[src/rtl/ddr_phase_ctrl.sv]
// DCM dynamic phase-shift initiator: splits multi-step requests into single PSEN pulses,
// each handshaked against PSDONE, while tracking the signed offset and its limits.
module ddr_phase_ctrl #(
    parameter int PS_MIN  = -255,
    parameter int PS_MAX  = 255,
    parameter int TIMEOUT = 1023
) (
    input  logic       i_clk,
    input  logic       i_reset,
    input  logic       i_dcm_locked,
    input  logic       i_req_valid,
    output logic       o_req_ready,
    input  logic       i_req_inc,
    input  logic [7:0] i_req_steps,
    output logic       o_ps_en,
    output logic       o_ps_incdec,
    input  logic       i_ps_done,
    output logic [8:0] o_phase,
    output logic       o_busy,
    output logic       o_err_limit,
    output logic       o_err_timeout,
    input  logic       i_clr_err
);

    // state   | meaning
    // S_IDLE  | waiting for a request; req_ready follows dcm_locked
    // S_ISSUE | one-cycle PSEN pulse for the current step
    // S_WAIT  | waiting for PSDONE, timeout timer running
    typedef enum logic [1:0] {
        S_IDLE  = 2'd0,
        S_ISSUE = 2'd1,
        S_WAIT  = 2'd2
    } state_t;

    localparam int TW = $clog2(TIMEOUT);
    localparam logic signed [8:0] L_MAX   = 9'(PS_MAX);
    localparam logic signed [8:0] L_MIN   = 9'(PS_MIN);
    localparam logic [TW-1:0]     L_TLAST = TW'(TIMEOUT - 1);
    localparam logic [TW-1:0]     L_TONE  = TW'(1);

    state_t            r_state;
    logic              r_dir;
    logic [7:0]        r_remaining;
    logic [TW-1:0]     r_timer;
    logic signed [8:0] r_phase;
    logic              r_ps_en;
    logic              r_ps_incdec;
    logic              r_busy;
    logic              r_req_ready;
    logic              r_err_limit;
    logic              r_err_timeout;

    state_t            w_state_nxt;
    logic              w_dir_nxt;
    logic [7:0]        w_rem_nxt;
    logic [7:0]        w_rem_dec;
    logic [TW-1:0]     w_timer_nxt;
    logic signed [8:0] w_phase_nxt;
    logic signed [8:0] w_phase_step;
    logic              w_set_limit;
    logic              w_set_timeout;
    logic              w_accept;

    function automatic logic f_at_limit(input logic inc, input logic signed [8:0] ph);
        return inc ? (ph == L_MAX) : (ph == L_MIN);
    endfunction

    assign w_accept     = i_req_valid & r_req_ready;
    assign w_phase_step = r_dir ? (r_phase + 9'sd1) : (r_phase - 9'sd1);
    assign w_rem_dec    = r_remaining - 8'd1;

    always_comb begin
        w_state_nxt   = r_state;
        w_dir_nxt     = r_dir;
        w_rem_nxt     = r_remaining;
        w_timer_nxt   = r_timer;
        w_phase_nxt   = r_phase;
        w_set_limit   = 1'b0;
        w_set_timeout = 1'b0;
        case (r_state)
            S_IDLE: begin
                if (w_accept && (i_req_steps != 8'd0)) begin
                    w_dir_nxt = i_req_inc;
                    if (f_at_limit(i_req_inc, r_phase)) begin
                        w_set_limit = 1'b1;
                        w_rem_nxt   = 8'd0;
                    end else begin
                        w_rem_nxt   = i_req_steps;
                        w_state_nxt = S_ISSUE;
                    end
                end
            end
            S_ISSUE: begin
                w_timer_nxt = '0;
                if (!i_dcm_locked) begin
                    w_state_nxt = S_IDLE;
                    w_rem_nxt   = 8'd0;
                end else begin
                    w_state_nxt = S_WAIT;
                end
            end
            S_WAIT: begin
                if (!i_dcm_locked) begin
                    w_state_nxt = S_IDLE;
                    w_rem_nxt   = 8'd0;
                end else if (i_ps_done) begin
                    w_phase_nxt = w_phase_step;
                    w_rem_nxt   = w_rem_dec;
                    if (w_rem_dec == 8'd0) begin
                        w_state_nxt = S_IDLE;
                    end else if (f_at_limit(r_dir, w_phase_step)) begin
                        w_set_limit = 1'b1;
                        w_rem_nxt   = 8'd0;
                        w_state_nxt = S_IDLE;
                    end else begin
                        w_state_nxt = S_ISSUE;
                    end
                end else if (r_timer == L_TLAST) begin
                    w_set_timeout = 1'b1;
                    w_rem_nxt     = 8'd0;
                    w_state_nxt   = S_IDLE;
                end else begin
                    w_timer_nxt = r_timer + L_TONE;
                end
            end
            default: begin
                w_state_nxt = S_IDLE;
                w_rem_nxt   = 8'd0;
            end
        endcase
        // An unlocked DCM restarts at its static PHASE_SHIFT, so the offset is zero.
        if (!i_dcm_locked) begin
            w_phase_nxt = '0;
        end
    end

    always_ff @(posedge i_clk) begin
        if (i_reset) begin
            r_state       <= S_IDLE;
            r_dir         <= 1'b0;
            r_remaining   <= 8'd0;
            r_timer       <= '0;
            r_phase       <= '0;
            r_ps_en       <= 1'b0;
            r_ps_incdec   <= 1'b0;
            r_busy        <= 1'b0;
            r_req_ready   <= 1'b0;
            r_err_limit   <= 1'b0;
            r_err_timeout <= 1'b0;
        end else begin
            r_state       <= w_state_nxt;
            r_dir         <= w_dir_nxt;
            r_remaining   <= w_rem_nxt;
            r_timer       <= w_timer_nxt;
            r_phase       <= w_phase_nxt;
            r_ps_en       <= (w_state_nxt == S_ISSUE);
            r_ps_incdec   <= (w_state_nxt == S_ISSUE) ? w_dir_nxt : r_ps_incdec;
            r_busy        <= (w_state_nxt != S_IDLE);
            r_req_ready   <= (w_state_nxt == S_IDLE) && i_dcm_locked;
            r_err_limit   <= w_set_limit | (r_err_limit & ~i_clr_err);
            r_err_timeout <= w_set_timeout | (r_err_timeout & ~i_clr_err);
        end
    end

    assign o_req_ready   = r_req_ready;
    assign o_ps_en       = r_ps_en;
    assign o_ps_incdec   = r_ps_incdec;
    assign o_phase       = r_phase;
    assign o_busy        = r_busy;
    assign o_err_limit   = r_err_limit;
    assign o_err_timeout = r_err_timeout;

endmodule
[config.mk]
export PLATFORM = sky130hd
export DESIGN_NAME = ddr_phase_ctrl
export DESIGN_NICKNAME = d
export VERILOG_FILES = /design/src/rtl/ddr_phase_ctrl.sv
export SDC_FILE = /design/constraint.sdc
export NUM_CORES = 1
export LEC_CHECK = 0
export CAP_MARGIN = 20
export CORE_MARGIN = 3
export CORE_UTILIZATION = 45
export DETAILED_ROUTE_END_ITERATION = 10
export DONT_BUFFER_PORTS = 1
export GPL_TIMING_DRIVEN = 0
export PLACE_DENSITY_LB_ADDON = 0.1
export SETUP_SLACK_MARGIN = 0.02
export SLEW_MARGIN = 20
export SYNTH_ARGS = -nofsm -noshare
export SYNTH_HDL_FRONTEND = slang
export SYNTH_SLANG_ARGS = --single-unit
[constraint.sdc]
create_clock -name i_clk -period 4.2 [get_ports i_clk]
set_clock_uncertainty 0.2 [all_clocks]
set_input_delay 1.26 -clock i_clk [delete_from_list [all_inputs] [get_ports i_clk]]
set_output_delay 1.26 -clock i_clk [all_outputs]
set_load 0.05 [all_outputs]
After elaboration in Yosys (flattened, before gate mapping)
Index checks and enable logic that the tools add are counted.
{ "word_totals": {"register_bits": 36, "input_bits": 15, "elab_cells": 86} }
{ "op_classes": {"add_sub_neg": 4, "n_eq_ne": 14, "muxes": 38, "bitwise": 7, "n_reduce_logical": 12} }
{ "op_table": {"columns": ["op", "n"], "rows": [
  ["$mux W8", 8],
  ["$eq A9 B9 Y1 const B", 4],
  ["$mux W10", 3],
  ["$pmux W8 S3", 1],
  ["$pmux W10 S2", 1],
  ["$mux W1", 16],
  ["$mux W2", 6],
  ["$add A10 B1 Y10 const B", 1],
  ["$eq A10 B10 Y1 const B", 1],
  ["$ne A2 B2 Y1 const B", 5],
  ["$add A9 B2 Y9 const B", 1],
  ["$mux W9", 1],
  ["$sub A9 B2 Y9 const B", 1],
  ["$logic_not A8 Y1", 1],
  ["$reduce_bool A8 Y1", 1],
  ["$sub A8 B1 Y8 const B", 1],
  ["$pmux W2 S3", 1],
  ["$eq A2 B1 Y1 const B", 2],
  ["$logic_not A2 Y1", 2],
  ["$ne A4 B4 Y1 const B", 1],
  ["$reduce_and A4 Y1", 1],
  ["$reduce_bool A2 Y1", 2],
  ["$and A1 B1 Y1", 3],
  ["$reduce_and A3 Y1", 1],
  ["other kinds (7)", 10]
]} }

Depth between registers and ports, before layout
Gate-level depths: netlist of run 1.
{ "depth": {"ltp_word": 11, "depth_mapped": 9, "mapped_depth_nobuf": 9} }

Least setup slack after synthesis of run 1
No wires, ideal clock.
{ "synth_timing": {"path_type": "input to register", "from": "input port i_req_steps[3]", "to": "register r_remaining[2]", "setup_time_ns": 0.135, "arrival_time_ns": 2.935, "required_time_ns": 3.865, "slack_ns": 0.929, "path_stages": 7, "n_path_buf": 0, "path_cell_list": "or4_1 -> o211ai_1 -> nor2_1 -> o31ai_2 -> nor3b_1 -> a32oi_1 -> a221oi_2"} }
{ "synth_between": {"elab_chain_cells": 4} }
{ "synth_rtl": {"columns": ["item", "line", "source"], "rows": [
  ["start: declaration", "14", "input logic [7:0] i_req_steps,"],
  ["$reduce_bool A8 Y1", "82", "if (w_accept && (i_req_steps != 8'd0)) begin"],
  ["$logic_and A1 B1 Y1", "82", null],
  ["$ne A2 B2 Y1 (no source line)", null, null],
  ["$reduce_and A3 Y1 (no source line)", null, null],
  ["end signal: assignment", "153", "r_remaining <= w_rem_nxt;"],
  ["end: declaration", "43", "logic [7:0] r_remaining;"]
]} }
No other way between the ends.
A chain may end at the register's enable or synchronous reset.

Worst setup path after layout of run 1
{ "layout_timing": {"from": "register r_phase[4], in the netlist o_phase[4]", "to": "register r_ps_incdec, in the netlist o_ps_incdec"} }
{ "layout_between": {"elab_chain_cells": 10, "word_cells_on_any_way": 17} }
{ "layout_rtl": {"columns": ["item", "line", "source"], "rows": [
  ["start: declaration", "45", "logic signed [8:0] r_phase;"],
  ["start signal: assignment", "155", "r_phase <= w_phase_nxt;"],
  ["$sub A9 B2 Y9 / $add A9 B2 Y9 (equally long branches)", "69", "assign w_phase_step = r_dir ? (r_phase + 9'sd1) : (r_phase - 9'sd1);"],
  ["$mux W9", "69", null],
  ["$eq A9 B9 Y1", "65", "return inc ? (ph == L_MAX) : (ph == L_MIN);"],
  ["$mux W1", "65", null],
  ["$mux W1", "111", "end else if (f_at_limit(r_dir, w_phase_step)) begin"],
  ["$mux W1", "109", "if (w_rem_dec == 8'd0) begin"],
  ["$mux W2", "106", "end else if (i_ps_done) begin"],
  ["$mux W2", "103", "if (!i_dcm_locked) begin"],
  ["$pmux W2 S3 *", "80", "case (r_state)"],
  ["$eq A2 B1 Y1 *", "157", "r_ps_incdec <= (w_state_nxt == S_ISSUE) ? w_dir_nxt : r_ps_incdec;"],
  ["end signal: assignment", "157", null],
  ["end: declaration", "47", "logic r_ps_incdec;"]
]} }
Every way passes the cells marked *; elsewhere a longest branch is shown, timed or not.

==> results.py, run 1 <==
metrics = {
    "worst_setup_path": {
        "crit_start": "o_phase[4]",
        "path_cells": "ha_1, nor2b_1, a221oi_1, o311ai_4, nor4b_4, o2111ai_4, a21oi_4, mux2_4",
        "endpoint": "o_ps_incdec",
        "worst_setup_path_end_kind": "register",
        "required_ps": 4180,
        "cp.arrival_ps": 3480,
        "reg2reg_slack_ps": 700,
        "criticalPathCategory": "register to register",
        "path_max_fanout": 8,
        "r2r-end": "o_ps_incdec",
        "critPathSlowestCell": "dfxtp_1",
        "crit_path_max_incr_delay_ps": 730,
        "r2r_start": "o_phase[4]",
        "startpoint_type": "register",
        "reg2regPathDepth": 8,
    },
    "power_and_ir_drop": {
        "leakagePower_uw": 0.000892,
        "ir_drop_uv": 196,
        "power_density_nw_per_um2": 286,
        "finalPower_uw": 734,
    },
    "placement": {
        "placed_area_um2": 2460,
        "placed_cells": 352,
        "dpl.hpwl_um": 4280,
        "globalplace.congestion": 0.835,
        "portBuffers": 0,
    },
    "detailed_routing": {
        "route.detailed.drc": 0,
        "wl_per_cell_um": 15.7,
        "first_pass_iters": 6,
        "vias_per_cell": 5.82,
        "drt-total-wl_um": 5660,
        "drtAntennaViolNets": 0,
        "drtIter0Drc": 93,
        "route.vias.total": 2095,
    },
    "floorplan": {
        "die-area_um2": 6190,
        "initial_core_util": 0.484,
        "die_y_um": 78.7,
        "ioPinCount": 30,
        "rows": 25,
        "dieWidth_um": 78.7,
        "core_area_um2": 4910,
    },
    "cts": {
        "clkLatencyLatePin_ps": 290,
        "cts_tree": "yes",
        "post_cts_resize_count": 0,
        "h-tree-depth": 2,
        "clkTransAtPathRegs_ps": 70,
        "numCtsBuffers": 5,
        "hold_buffers": 0,
        "cts_buffer_depth": 2,
        "post-cts-setup-buffers": 0,
        "cts-root-buf": "clkbuf_8",
        "cts_num_sinks": 36,
    },
    "layout": {
        "multi_input_area_um2": 1580,
        "layout_commonest_cell": "dfxtp_1",
        "drive_gt1_frac": 0.0956,
        "seq_area_um2": 721,
        "area_growth_pct": 8.05,
        "final_cell_mix": "dfxtp_1 (36), nor2_1 (32), nand2_1 (24), a21oi_1 (23)",
        "finalNonFillerCells": 360,
        "fillers": 493,
        "final_area_um2": 2570,
        "num-nets-final": 319,
        "diodes": 0,
    },
    "synth": {
        "synth_nets": 312,
        "synth_ff_type": "dfxtp_1",
        "yosysSeqAreaShare": 0.303,
        "yosysWarnings": 0,
        "syn_area_per_cell_um2": 8.35,
        "synth.distinct_cells": 66,
        "synth_area_um2": 2380,
        "synth_edf_count": 0,
        "async_flop_share": 0,
        "synthCells": 285,
        "synth_seq_cells": 36,
    },
    "timing": {
        "setup_viol": 0,
        "worst_pin_slew_ps": 825,
        "rsz0062_at_grt": "no",
        "hold_viol": 0,
        "maxSlewHeadroom": 0.447,
        "period_minus_slack_ps": 3500,
        "period_share": 0.833,
        "max_freq_mhz": 286,
        "tns_ps": 0,
        "drv_slew": 0,
    },
    "global_routing": {
        "grt_pass1_wl_um": 9470,
        "antenna_found_initial": 0,
        "grt_pass1_vias": 1911,
        "grt_start_max_net_pins": 12,
        "grt.overflow.total": 0,
        "grt_use_total": 0.191,
    },
    "outcome": {
        "status": "complete, no violations",
    },
    "worst_hold_path": {
        "hold_path_class": "register to register",
        "hp-start": "r_timer[9]",
    },
    "flow_run": {
        "maxCapViolCount": 0,
    },
}
cell type report:
class | count | share of cell area
Multi-Input combinational cell | 229 | 0.615
Sequential cell | 36 | 0.280
Tap cell | 67 | 0.0326
Clock buffer | 6 | 0.0282
Buffer | 11 | 0.0170
Clock inverter | 2 | 0.0136
Inverter | 9 | 0.0131
synthesized netlist by cell type, types with 2 or more instances:
master,number,area [um^2]
nand4_1,8,50.1
inv_1,9,33.8
o21ai_0,11,55.1
nor4_1,3,18.8
ha_1,11,138
dfxtp_1,36,721
nand3_1,5,25.0
o21ai_1,2,10.0
a21oi_1,23,115
nand2b_1,7,43.8
a211oi_1,2,15.0
o22ai_1,3,18.8
o31ai_1,4,30.0
a311oi_1,2,17.5
and2_1,3,18.8
a211oi_2,2,25.0
xor2_1,5,43.8
or3_1,6,37.5
xnor2_1,4,35.0
or4_1,3,22.5
nand4b_1,3,26.3
o211ai_1,4,30.0
a22oi_1,6,45.0
clkbuf_1,6,22.5
and3b_1,2,17.5
nor3b_1,3,22.5
nand2_1,24,90.1
nor2b_1,6,37.5
o32ai_1,3,26.3
buf_1,3,11.3
nor3_1,10,50.1
nor2_1,32,120
kinds of logic (layout without fill, tap and decap cells):
| kind of cell | count (synthesis) | in the layout | share of synthesized area |
|---|---|---|---|
| fa+ha+maj | 12 | 12 | 0.0663 |
| xor+xnor | 10 | 10 | 0.0400 |
| compound gates | 79 | 79 | 0.251 |
| simple gates | 126 | 126 | 0.297 |
| mux | 2 | 2 | 0.0105 |
| flops | 36 | 36 | 0.303 |
| buf+inv | 20 | 28 | 0.0326 |
state kept, by name, summed over array words and instances, names as in the netlist:
signal,cells
o_err_limit,1
o_ps_incdec,1
o_err_timeout,1
r_state,2
r_timer,10
o_req_ready,1
r_dir,1
o_busy,1
r_remaining,8
o_phase,9
o_ps_en,1
worst min path at each step:
stage | endpoint | slack, ps | depth (start not counted)
6_report | r_timer[9] | 290 | 2
2_1_floorplan | r_timer[7] | 260 | 2
3_5_place_dp | r_timer[9] | 280 | 2
5_1_grt | r_timer[9] | 310 | 2
3_3_place_gp | r_timer[8] | 270 | 2
4_1_cts | r_timer[9] | 290 | 2
stage by stage:
step	util	setup slack, ps	hold slack, ps
detailed placement	0.501	538	281
global route	0.523	520	309
global placement	0.501	546	272
finish	0.523	699	291
floorplan	-	929	258
CTS	0.523	681	293
where the power goes:
part | internal (uW) | switching (uW)
clock | 176 | 127
sequential | 346 | 11.5
combinational | 28.3 | 44.8
worst max-delay path, delay by kind of cell, from the launching register on:
kind / cells / cell delay [ps]
compound gates: 4 / 1140
flops: 1 / 730
simple gates: 2 / 570
fa+ha+maj: 1 / 430
mux: 1 / 320
metal layers:
layer,vias up,global-route usage,routed length (um)
li1,1076,-,-
met1,950,0.282,2800
met3,8,0.0476,432
met4,0,0.0647,66
met2,61,0.269,2360
met5,-,0,0
No activity file was read; power rests on OpenSTA's default activity.
==> run 2, diff against run 1 <==
- clock period: 4.2 -> 3.45 ns (I/O delays scaled with it)
==> run 2 against run 1 <==
Net effect:
- routed wire length grew 2.2%
- combinational power grew 27%
- final cell count grew 1.4%
- first-iteration DRC count shrank 4.3%
- global-route usage is the same
- via count grew 2.1%
- critical path type unchanged
- sequential power grew 22%
- worst setup slack lost 560 ps
==> results.py, run 2 (synthesis results as in run 1) <==
metrics = {
    "layout": {
        "layout_commonest_cell": "nor2_1",
        "max_flop_register": "r_timer",
        "finalCoreUtilization": 0.537,
        "diodes": 0,
        "area_growth_pct": 10.8,
        "num-nets-final": 324,
        "drive_gt1_frac": 0.148,
        "final_cell_mix": "nor2_1 (32), dfxtp_1 (29), nand2_1 (24), a21oi_1 (23), o21ai_0 (11)",
        "largest_reg_flops": 10,
        "fillers": 484,
    },
    "cts": {
        "cts_buffer_depth": 2,
        "cts_tree": "yes",
        "h-tree-depth": 2,
        "hold_buffers": 0,
        "clkTransAtPathRegs_ps": 70,
        "clkLatencyLatePin_ps": 290,
        "cts-root-buf": "clkbuf_8",
        "numCtsBuffers": 5,
        "cts_num_sinks": 36,
    },
    "worst_setup_path": {
        "path_max_fanout": 7,
        "crit_buf_inv": 2,
        "critPathSlowestCell": "dfxtp_2",
        "worst_setup_path_end_kind": "register",
        "criticalPathCategory": "register to register",
        "path_cells": "clkinvlp_4, buf_4, ha_1, or2_1, and3_4, o311ai_4, and4b_4, o2111ai_4, a21oi_4, mux2_4",
        "critPathTopFamily": "compound AO/OA/AOI/OAI gates",
        "required_ps": 3430,
        "crit_path_max_incr_delay_ps": 400,
        "cp.arrival_ps": 3290,
        "startpoint_type": "register",
    },
    "placement": {
        "dpl.hpwl_um": 4280,
        "portBuffers": 0,
        "globalplace.congestion": 0.835,
        "place_ws_ps": -38.3,
    },
    "timing": {
        "period_minus_slack_ps": 3310,
        "max_freq_mhz": 302,
        "finalHoldWorstSlack_ps": 292,
        "finalWorstSetupSlack_ps": 138,
        "maxSlewHeadroom": 0.439,
        "setup_viol": 0,
        "drv_slew": 0,
        "worst_pin_slew_ps": 836,
        "period_share": 0.960,
        "hold_viol": 0,
    },
    "global_routing": {
        "grt_pass1_wl_um": 9470,
        "grt_use_total": 0.191,
        "antenna_found_initial": 0,
        "grt_use_met1": 0.283,
        "use_met3": 0.0476,
        "grt.overflow.total": 0,
        "use_met2": 0.268,
        "busiest_layer": "met1",
        "grt_start_max_net_pins": 12,
        "grt_pass1_vias": 1914,
    },
    "detailed_routing": {
        "wl_per_cell_um": 15.8,
        "drtIter0Drc": 89,
        "drt-total-wl_um": 5790,
        "vias_per_cell": 5.86,
        "route.detailed.drc": 0,
        "drtAntennaViolNets": 0,
        "first_pass_iters": 4,
        "route.vias.total": 2139,
    },
    "power_and_ir_drop": {
        "leakagePower_uw": 0.000923,
        "ir_drop_uv": 240,
        "power_density_nw_per_um2": 341,
    },
    "floorplan": {
        "initial_core_util": 0.484,
        "ioPinCount": 30,
        "rows": 25,
        "die_y_um": 78.7,
        "die-area_um2": 6190,
        "dieWidth_um": 78.7,
        "core_area_um2": 4910,
    },
    "outcome": {
        "status": "complete, no violations",
    },
    "flow_run": {
        "maxCapViolCount": 0,
    },
    "worst_hold_path": {
        "hold_path_class": "register to register",
    },
}
run 2: area by class of cell:
| cell class | instances | area [um^2] | share of cell area |
|---|---|---|---|
| clock inverters | 2 | 35.0 | 0.0133 |
| repair buffers | 5 | 35.0 | 0.0133 |
| multi-input cells | 229 | 1600 | 0.607 |
| plain buffers | 11 | 43.8 | 0.0166 |
| flip-flops and latches | 36 | 729 | 0.277 |
| well taps | 67 | 83.8 | 0.0318 |
| clock buffers | 6 | 72.6 | 0.0275 |
| inverters | 9 | 37.5 | 0.0142 |
run 2: what timing repair did:
action	in CTS	in global routing
setup buffers	1	4
setup endpoints to repair	1	10
pin swaps	1	1
resized for setup	4	8
run 2: per-stage QoR:
step	cell area, um^2	cells	power, uW	setup TNS [ps]
after global placement	2460	352	532	-49.9
after global routing	2640	365	939	-16.7
after detailed placement	2460	352	533	-38.3
after CTS	2580	361	906	0
after floorplan	2380	285	515	0
final	2640	365	899	0
run 2: report_power, final:
| part | internal (uW) | total, uW | leakage (uW) | switching [uW] |
|---|---|---|---|---|
| clock | 215 | 371 | 0.0000552 | 156 |
| sequential | 421 | 436 | 0.000295 | 14.2 |
| combinational | 36.7 | 92.6 | 0.000574 | 55.9 |
run 2: final timing paths:
kind / start / endpoint / slack, ps / cells past startpoint
worst max-delay path: r_dir / o_ps_incdec / 140 / 10
worst min-delay path: r_timer[9] / r_timer[9] / 290 / 2
worst max register to register: r_dir / o_ps_incdec / 140 / 10
worst min register to register: r_timer[9] / r_timer[9] / 290 / 2
run 2: worst min-delay path: cells and delay by family (launching register included):
| kind | cells | cell delay [ps] |
|---|---|---|
| compound gates | 2 | 130 |
| flops | 1 | 320 |
run 2: routing by layer:
layer / wire length (um) / vias to the layer above / share of wire
met5: 0 / - / 0
li1: - / 1084 / -
met1: 2910 / 993 / 0.50
met3: 357 / 8 / 0.062
met4: 82 / 0 / 0.014
met2: 2440 / 54 / 0.42
